## src/rtl/memwb_pkg.sv

```systemverilog
// memwb_pkg: shared types and default widths for the MEM/WB stage
package memwb_pkg;
  localparam int XLEN_DEF = 64;
  localparam int RADDR_W_DEF = 5;
  typedef enum logic [1:0] {EMPTY, ONE, FULL} memwb_state_e;
  typedef struct packed {
    logic [XLEN_DEF-1:0] result;
    logic [XLEN_DEF-1:0] read_data;
    logic [RADDR_W_DEF-1:0] rd;
    logic memtoreg;
    logic regwrite;
  } memwb_entry_t;
endpackage

```

## src/rtl/memwb_slot.sv

```systemverilog
// memwb_slot: one entry register with load enable and synchronous active-low reset
import memwb_pkg::*;
module memwb_slot #(
  parameter type entry_t = memwb_entry_t
) (
  input  logic   clk,
  input  logic   reset,
  input  logic   load,
  input  entry_t d,
  output entry_t q
);
  always_ff @(posedge clk)
    if (!reset) q <= '0;
    else if (load) q <= d;
endmodule

```

## src/rtl/memwb_stage.sv

```systemverilog
// memwb_stage: MEM/WB skid-buffered pipeline stage; MEMWB_FWD_EN adds the fwd_* forwarding port
import memwb_pkg::*;
module memwb_stage #(
  parameter int XLEN = XLEN_DEF,
  parameter int RADDR_W = RADDR_W_DEF
) (
  input  logic               clk,
  input  logic               reset,
  input  logic               flush,
  input  logic               in_valid,
  output logic               in_ready,
  input  logic [XLEN-1:0]    result_in,
  input  logic [XLEN-1:0]    read_data_in,
  input  logic [RADDR_W-1:0] rd_in,
  input  logic               memtoreg_in,
  input  logic               regwrite_in,
  output logic               out_valid,
  input  logic               out_ready,
  output logic [XLEN-1:0]    result_out,
  output logic [XLEN-1:0]    read_data_out,
  output logic [RADDR_W-1:0] rd_out,
  output logic               memtoreg_out,
  output logic               regwrite_out,
  output logic [XLEN-1:0]    wb_data
`ifdef MEMWB_FWD_EN
  ,
  output logic               fwd_en,
  output logic [RADDR_W-1:0] fwd_rd,
  output logic [XLEN-1:0]    fwd_data
`endif
);
  typedef struct packed {
    logic [XLEN-1:0] result;
    logic [XLEN-1:0] read_data;
    logic [RADDR_W-1:0] rd;
    logic memtoreg;
    logic regwrite;
  } entry_t;
  memwb_state_e state, state_nx;
  entry_t in_entry, out_d, out_q, skid_q;
  logic accept, rel, out_load, skid_load;
  assign in_ready = state != FULL;
  assign out_valid = state != EMPTY;
  assign accept = in_valid & in_ready;
  assign rel = out_valid & out_ready;
  assign in_entry = '{result: result_in, read_data: read_data_in, rd: rd_in,
                      memtoreg: memtoreg_in, regwrite: regwrite_in & (rd_in != '0)};
  always_ff @(posedge clk)
    if (!reset) state <= EMPTY;
    else state <= state_nx;
  always_comb begin
    state_nx = state;
    out_load = 1'b0;
    skid_load = 1'b0;
    out_d = in_entry;
    if (!flush) begin
      state_nx = state == EMPTY ? (accept ? ONE : EMPTY) :
                 state == ONE   ? (accept && !rel ? FULL : (!accept && rel ? EMPTY : ONE)) :
                                  (rel ? ONE : FULL);
      out_load = state == FULL ? rel : accept && (state == EMPTY || rel);
      skid_load = state == ONE && accept && !rel;
      out_d = state == FULL ? skid_q : in_entry;
    end else state_nx = EMPTY;
  end
  memwb_slot #(.entry_t(entry_t)) u_out (
    .clk(clk), .reset(reset), .load(out_load), .d(out_d), .q(out_q)
  );
  memwb_slot #(.entry_t(entry_t)) u_skid (
    .clk(clk), .reset(reset), .load(skid_load), .d(in_entry), .q(skid_q)
  );
  assign result_out = out_q.result;
  assign read_data_out = out_q.read_data;
  assign rd_out = out_q.rd;
  assign memtoreg_out = out_q.memtoreg;
  assign regwrite_out = out_q.regwrite & out_valid;
  assign wb_data = out_q.memtoreg ? out_q.read_data : out_q.result;
`ifdef MEMWB_FWD_EN
  assign fwd_en = out_valid & regwrite_out;
  assign fwd_rd = rd_out;
  assign fwd_data = wb_data;
`endif
endmodule

```

## config.mk

```make
export PLATFORM = sky130hd
export DESIGN_NAME = memwb_stage
export DESIGN_NICKNAME = d
export VERILOG_FILES = /design/src/rtl/memwb_pkg.sv /design/src/rtl/memwb_slot.sv /design/src/rtl/memwb_stage.sv
export SDC_FILE = /design/constraint.sdc
export NUM_CORES = 1
export LEC_CHECK = 0
export ABC_AREA = 1
export BUFFER_PORTS_ARGS = -buffer_cell sky130_fd_sc_hd__buf_2
export CORE_ASPECT_RATIO = 1.1
export CORE_MARGIN = 8
export CORE_UTILIZATION = 54
export CTS_CLUSTER_DIAMETER = 50
export DETAILED_ROUTE_END_ITERATION = 8
export GPL_TIMING_DRIVEN = 0
export MAX_ROUTING_LAYER = met4
export PLACE_DENSITY = 0.81
export RECOVER_POWER = 100
export SLEW_MARGIN = 0
export SYNTH_ARGS = -nofsm -noshare
export SYNTH_HDL_FRONTEND = slang
export SYNTH_HIERARCHICAL = 1
export SYNTH_SLANG_ARGS = --single-unit
```

## constraint.sdc

```tcl
create_clock -name clk -period 1.8 [get_ports clk]
set_input_delay 0.18 -clock clk [delete_from_list [all_inputs] [get_ports clk]]
set_output_delay 0.18 -clock clk [all_outputs]
set_load 0.005 [all_outputs]
```

* After elaboration in Yosys (flattened, before gate mapping) *
Cells that the tools add are included.

storage, ports and cells
  register bits after elaboration = 272
  input port bits = 140
  output and inout bits = 201
  word-level logic and storage cells = 43

operators by class
  equal/unequal tests = 3
  muxes and demuxes = 12
  bitwise operators = 5
  reductions and logical operators = 12

operators by type and width
  operator                                              count
  2-to-1 mux 135 bit                                    2
  2-to-1 mux 64 bit                                     1
  2-to-1 mux 2 bit                                      4
  logical AND 1 bit                                     5
  2-to-1 mux 1 bit                                      5
  nonzero test 5 bit                                    1
  bitwise AND 1 bit                                     4
  equality test 2 x 1 -> 1 bit (second input constant)  1
  equality test 2 bit (second input constant)           1
  zero test 1 bit                                       2
  zero test 2 bit                                       1
  inequality test 2 bit (second input constant)         1
  nonzero test 2 bit                                    1
  OR reduction 2 bit                                    1
  logical OR 1 bit                                      1
  NOT 1 bit                                             1

* Longest topological paths before layout *
  depth in word-level cells = 8
  mapped depth = 11
  mapped depth without buffers = 9

* Modules after synthesis *
The synthesis kept the hierarchy.

by module, submodules not included
  module       times used  cells each  area each (um^2)  sequential area each (um^2)
  memwb_slot   2           855         5586.6            2702.6
  memwb_stage  1           542         2656.3            40.0

* Worst setup path after synthesis *
OpenSTA, ideal clock, no wires.

  path type = reg2reg
  start = register state[1]
  end = register u_out/q[57] (netlist bit)
  library setup time = 0.113 ns
  arrival time = 1.291 ns
  required time = 1.687 ns
  path slack = 0.396 ns
  stages on the path, launching flop included = 10
  path buffers = 3
  period minus slack after synthesis = 1.404 ns
  path through = dfxtp_1 > nor2_1 > o21ai_0 > a21oi_1 > buf_6 > buf_6 > buf_6 > nand2_1 > nand2_1 > nor2_1

between the ends
  word-level cells in the longest chain between the ends = 6
  elaborated cells on any way between the ends = 12
  those cells by class = eq/ne: 2; mux: 4; bitwise: 2; reduce/logical: 4

RTL lines
  element                 RTL line           source
  from (decl)             memwb_stage.sv:39  memwb_state_e state, state_nx;
  from (signal assigned)  memwb_stage.sv:50  else state <= state_nx;
  nonzero test 2 bit      memwb_stage.sv:43  assign out_valid = state != EMPTY;
  bitwise AND 1 bit       memwb_stage.sv:45  assign rel = out_valid & out_ready;
  logical OR 1 bit        memwb_stage.sv:60  out_load = state == FULL ? rel : accept && (state == EMPTY || rel);
  logical AND 1 bit       memwb_stage.sv:60
  2-to-1 mux 1 bit (*)    memwb_stage.sv:60
  2-to-1 mux 1 bit (*)    memwb_stage.sv:56  if (!flush) begin
  via out_load            memwb_stage.sv:41  logic accept, rel, out_load, skid_load;
  to (signal assigned)    memwb_slot.sv:13   if (!reset) q <= '0;
  to (signal assigned)    memwb_slot.sv:14   else if (load) q <= d;
  to (decl)               memwb_slot.sv:10   output entry_t q

Mark *: on every way through the listed nets, which the timed path passes. The rest lies on a longest branch.
A chain may end at the register's enable or synchronous reset.

* Final worst setup path *
  start = register u_out/q[1] (netlist bit)
  end = output port wb_data[33]

between the ends
  word-level cells in the longest chain between the ends = 1

RTL lines
  element            RTL line           source
  2-to-1 mux 64 bit  memwb_stage.sv:76  assign wb_data = out_q.memtoreg ? out_q.read_data : out_q.result;
  to (decl)          memwb_stage.sv:24  output logic [XLEN-1:0] wb_data

Every way passes these cells.

==> flow_metrics.tcl <==
set metrics [dict create \
    die_w_um 168.6 \
    wl_per_cell_um 15.77 \
    fp-row-count 61 \
    clock_skew_ps 11.10 \
    synthCells 2252 \
    finalNonFillerCells 3144 \
    yosys.area.top_type "dfxtp_1" \
    path_depth 5 \
    worst_slew_pin_slew_ps 491.7 \
    power.density_nw_per_um2 822.0 \
    clk_pin_slew_ps 60 \
    r2r-start "state[1]" \
    synth_area_leaders "dfxtp_1 39%, nand2_1 26%, nor2_1 15%, inv_1 7.6%, mux2_2 5.2%" \
    drtIter0Drc 1304 \
    drc 0 \
    vias 15510 \
    finalNetCount 2912 \
    cp_common_cell "buf_16" \
    syn_area_sq_um 13830 \
    core_area_sq_um 25260 \
    cp_slowest_cell "dfxtp_4" \
    setup.worst_path.end "wb_data[33]" \
    h-tree-depth 1 \
    vias_per_cell 4.933 \
    ios 341 \
    slowest_delay_ps 380 \
    grt_setup_unrepaired "true" \
    ys_ff_latch 272 \
    antenna_found_initial 3 \
    final_common_cell "nand2_1" \
    grt_remaining_overflow 0 \
    synth_top_area_share_pct 39.37 \
    dp_cells 2938 \
    syn_area_per_cell_sq_um 6.141 \
    maxSlewHeadroom_pct 67.22 \
    clk_path_buf_depth 3 \
    fp.dieH_um 183.8 \
    synth_cell_type_count 19 \
    fin_crit_ps 1969 \
    critical_path_class "flop to primary output" \
    drive_gt1_share_pct 17.42 \
    clkSinkCount 272 \
    min_period_over_period_pct 109.4 \
    ant_nets 0 \
    critical_path_buf_inv_count 4 \
    yosys_warnings 6 \
    slew_violations 0 \
    grt_pass1_wl_um 76520 \
    dpl_cell_area_sq_um 15960 \
    finalWorstSetupSlack_ps -168.7 \
    path_delay_family "buffers and inverters" \
    finalSetupViolCount 64 \
    cts_buffers 30 \
    clk-insertion-delay-late_ps 550 \
    die_area_sq_um 30990 \
    vdd_drop_max_mv 0.6710 \
    wl_um 49590 \
    r2r_cells 11 \
    fmax_mhz 507.9 \
    tritoncts "built" \
    syn_nets 2393 \
    cp.required_ps 1620 \
    io_buffers 340 \
    initial_core_util_pct 54.74 \
    start_kind "flop" \
    reg2reg_slack_ps 20 \
    hold_violations 0 \
    critPathMaxFanout 5 \
    crit_start "u_out/q[1]" \
    routabilityCongestion 0.9246 \
    final_cell_mix "949 x nand2_1, 546 x nor2_1, 279 x inv_1, 269 x dfxtp_1, 236 x buf_2" \
    grt_max_degree 15 \
    first_global_vias 15150 \
    stdcell_area_sq_um 19010 \
    place_hpwl_um 30850 \
    violations "negative setup slack" \
    hp-class "primary input to flop" \
    total_power_mw 15.62 \
    place_ws_ps -73.37 \
    r2r-end "u_out/q[122]" \
    crit_chain "buf_16 > buf_12 > buf_16 > mux2_4 > buf_6" \
    areaGrowthSynthToFinish_pct 37.43 \
    root_buffer "clkbuf_16" \
    end_kind "primary output" \
    outcome "complete, but fails checks" \
    crit_arrival_ps 1790 \
    cap_violations 0 \
    grt_use_total_pct 31.14 \
    drt-pass1-iter-count 5 \
    ys_seq_area_share_pct 39.37 \
    leakage_nw 10.22 \
]
==> tightest hold or removal path, delay by kind of cell <==
family / cells / cell delay, ps
buffers and inverters: 3 / 170
AND/OR/NAND/NOR: 4 / 180
==> state kept, by name, summed over array words and instances (netlist names) <==
name,flops
u_out/q,135
u_skid/q,135
state,2
==> what timing repair did <==
item                                    CTS  global route
pin swaps                                 0             2
gates cloned                              2             0
endpoints found under the setup margin  139           194
hold buffers                            137             0
hold endpoints to repair                136             0
buffers inserted                          4             6
resized for setup                        84            54
==> how the worst min path moves through the flow <==
stage,startpoint,to,cells past startpoint
after CTS,regwrite_in,u_skid/q[0],7
final,regwrite_in,u_skid/q[0],7
after floorplan,out_ready,state[1],3
after global routing,flush,state[1],6
after detailed placement,u_skid/q[29],u_skid/q[29],2
after global placement,u_skid/q[123],u_skid/q[123],2
==> where the power goes <==
group / internal [mW] / leakage [nW] / switching [mW] / total, mW
registers: 6.28 / 2.22 / 0.231 / 6.51
clock network: 3.94 / 0.519 / 2.55 / 6.49
logic: 1.29 / 7.48 / 1.33 / 2.62
==> logic make-up after synthesis <==
family                   Yosys count  synth area share, %
multiplexers                      64                5.211
buffers and inverters            406                14.17
AND/OR/NAND/NOR                 1505                41.01
flip-flops                       272                39.37
AO/OA/AOI/OAI                      4               0.1448
adder cells (fa/ha/maj)            1              0.09046
==> cells in the mapped netlist, drive strengths merged <==
cell type / instances
a21oi: 2
buf: 122
clkbuf: 3
dfxtp: 272
ha: 1
inv: 281
mux2: 64
nand2: 951
nand3: 4
nand4: 1
nor2: 549
o21ai: 2
==> metal layers <==
metal / part of all wire (%) / GRT usage [%] / up-vias
met3: 6.5 / 5.284 / 219
met2: 50 / 54.21 / 746
met1: 38 / 33.30 / 7010
met4: 5.5 / 17.58 / 0
li1: - / - / 7534
met5: 0 / - / -
==> layout make-up <==
type	count	area (sq um)
well taps	346	432.9
repair buffers	488	3395
multi-input cells	1574	6610
clock buffers	45	918.4
diodes	3	7.507
plain buffers	124	994.7
inverters	281	1055
fillers	1886	6257
flip-flops and latches	272	5454
clock inverters	11	138.9
==> metrics by stage <==
stage          TNS [ps]  hold WS, ps  util, %
3_5_place_dp      -3009        463.0    63.19
6_report          -7714        24.83    75.23
5_1_grt          -10330        51.52    75.23
4_1_cts           -9500        8.032    74.66
3_3_place_gp     -505.3        457.2    63.19
2_1_floorplan         0        360.3        -
Note: power is estimated with default switching activity, not from simulation.
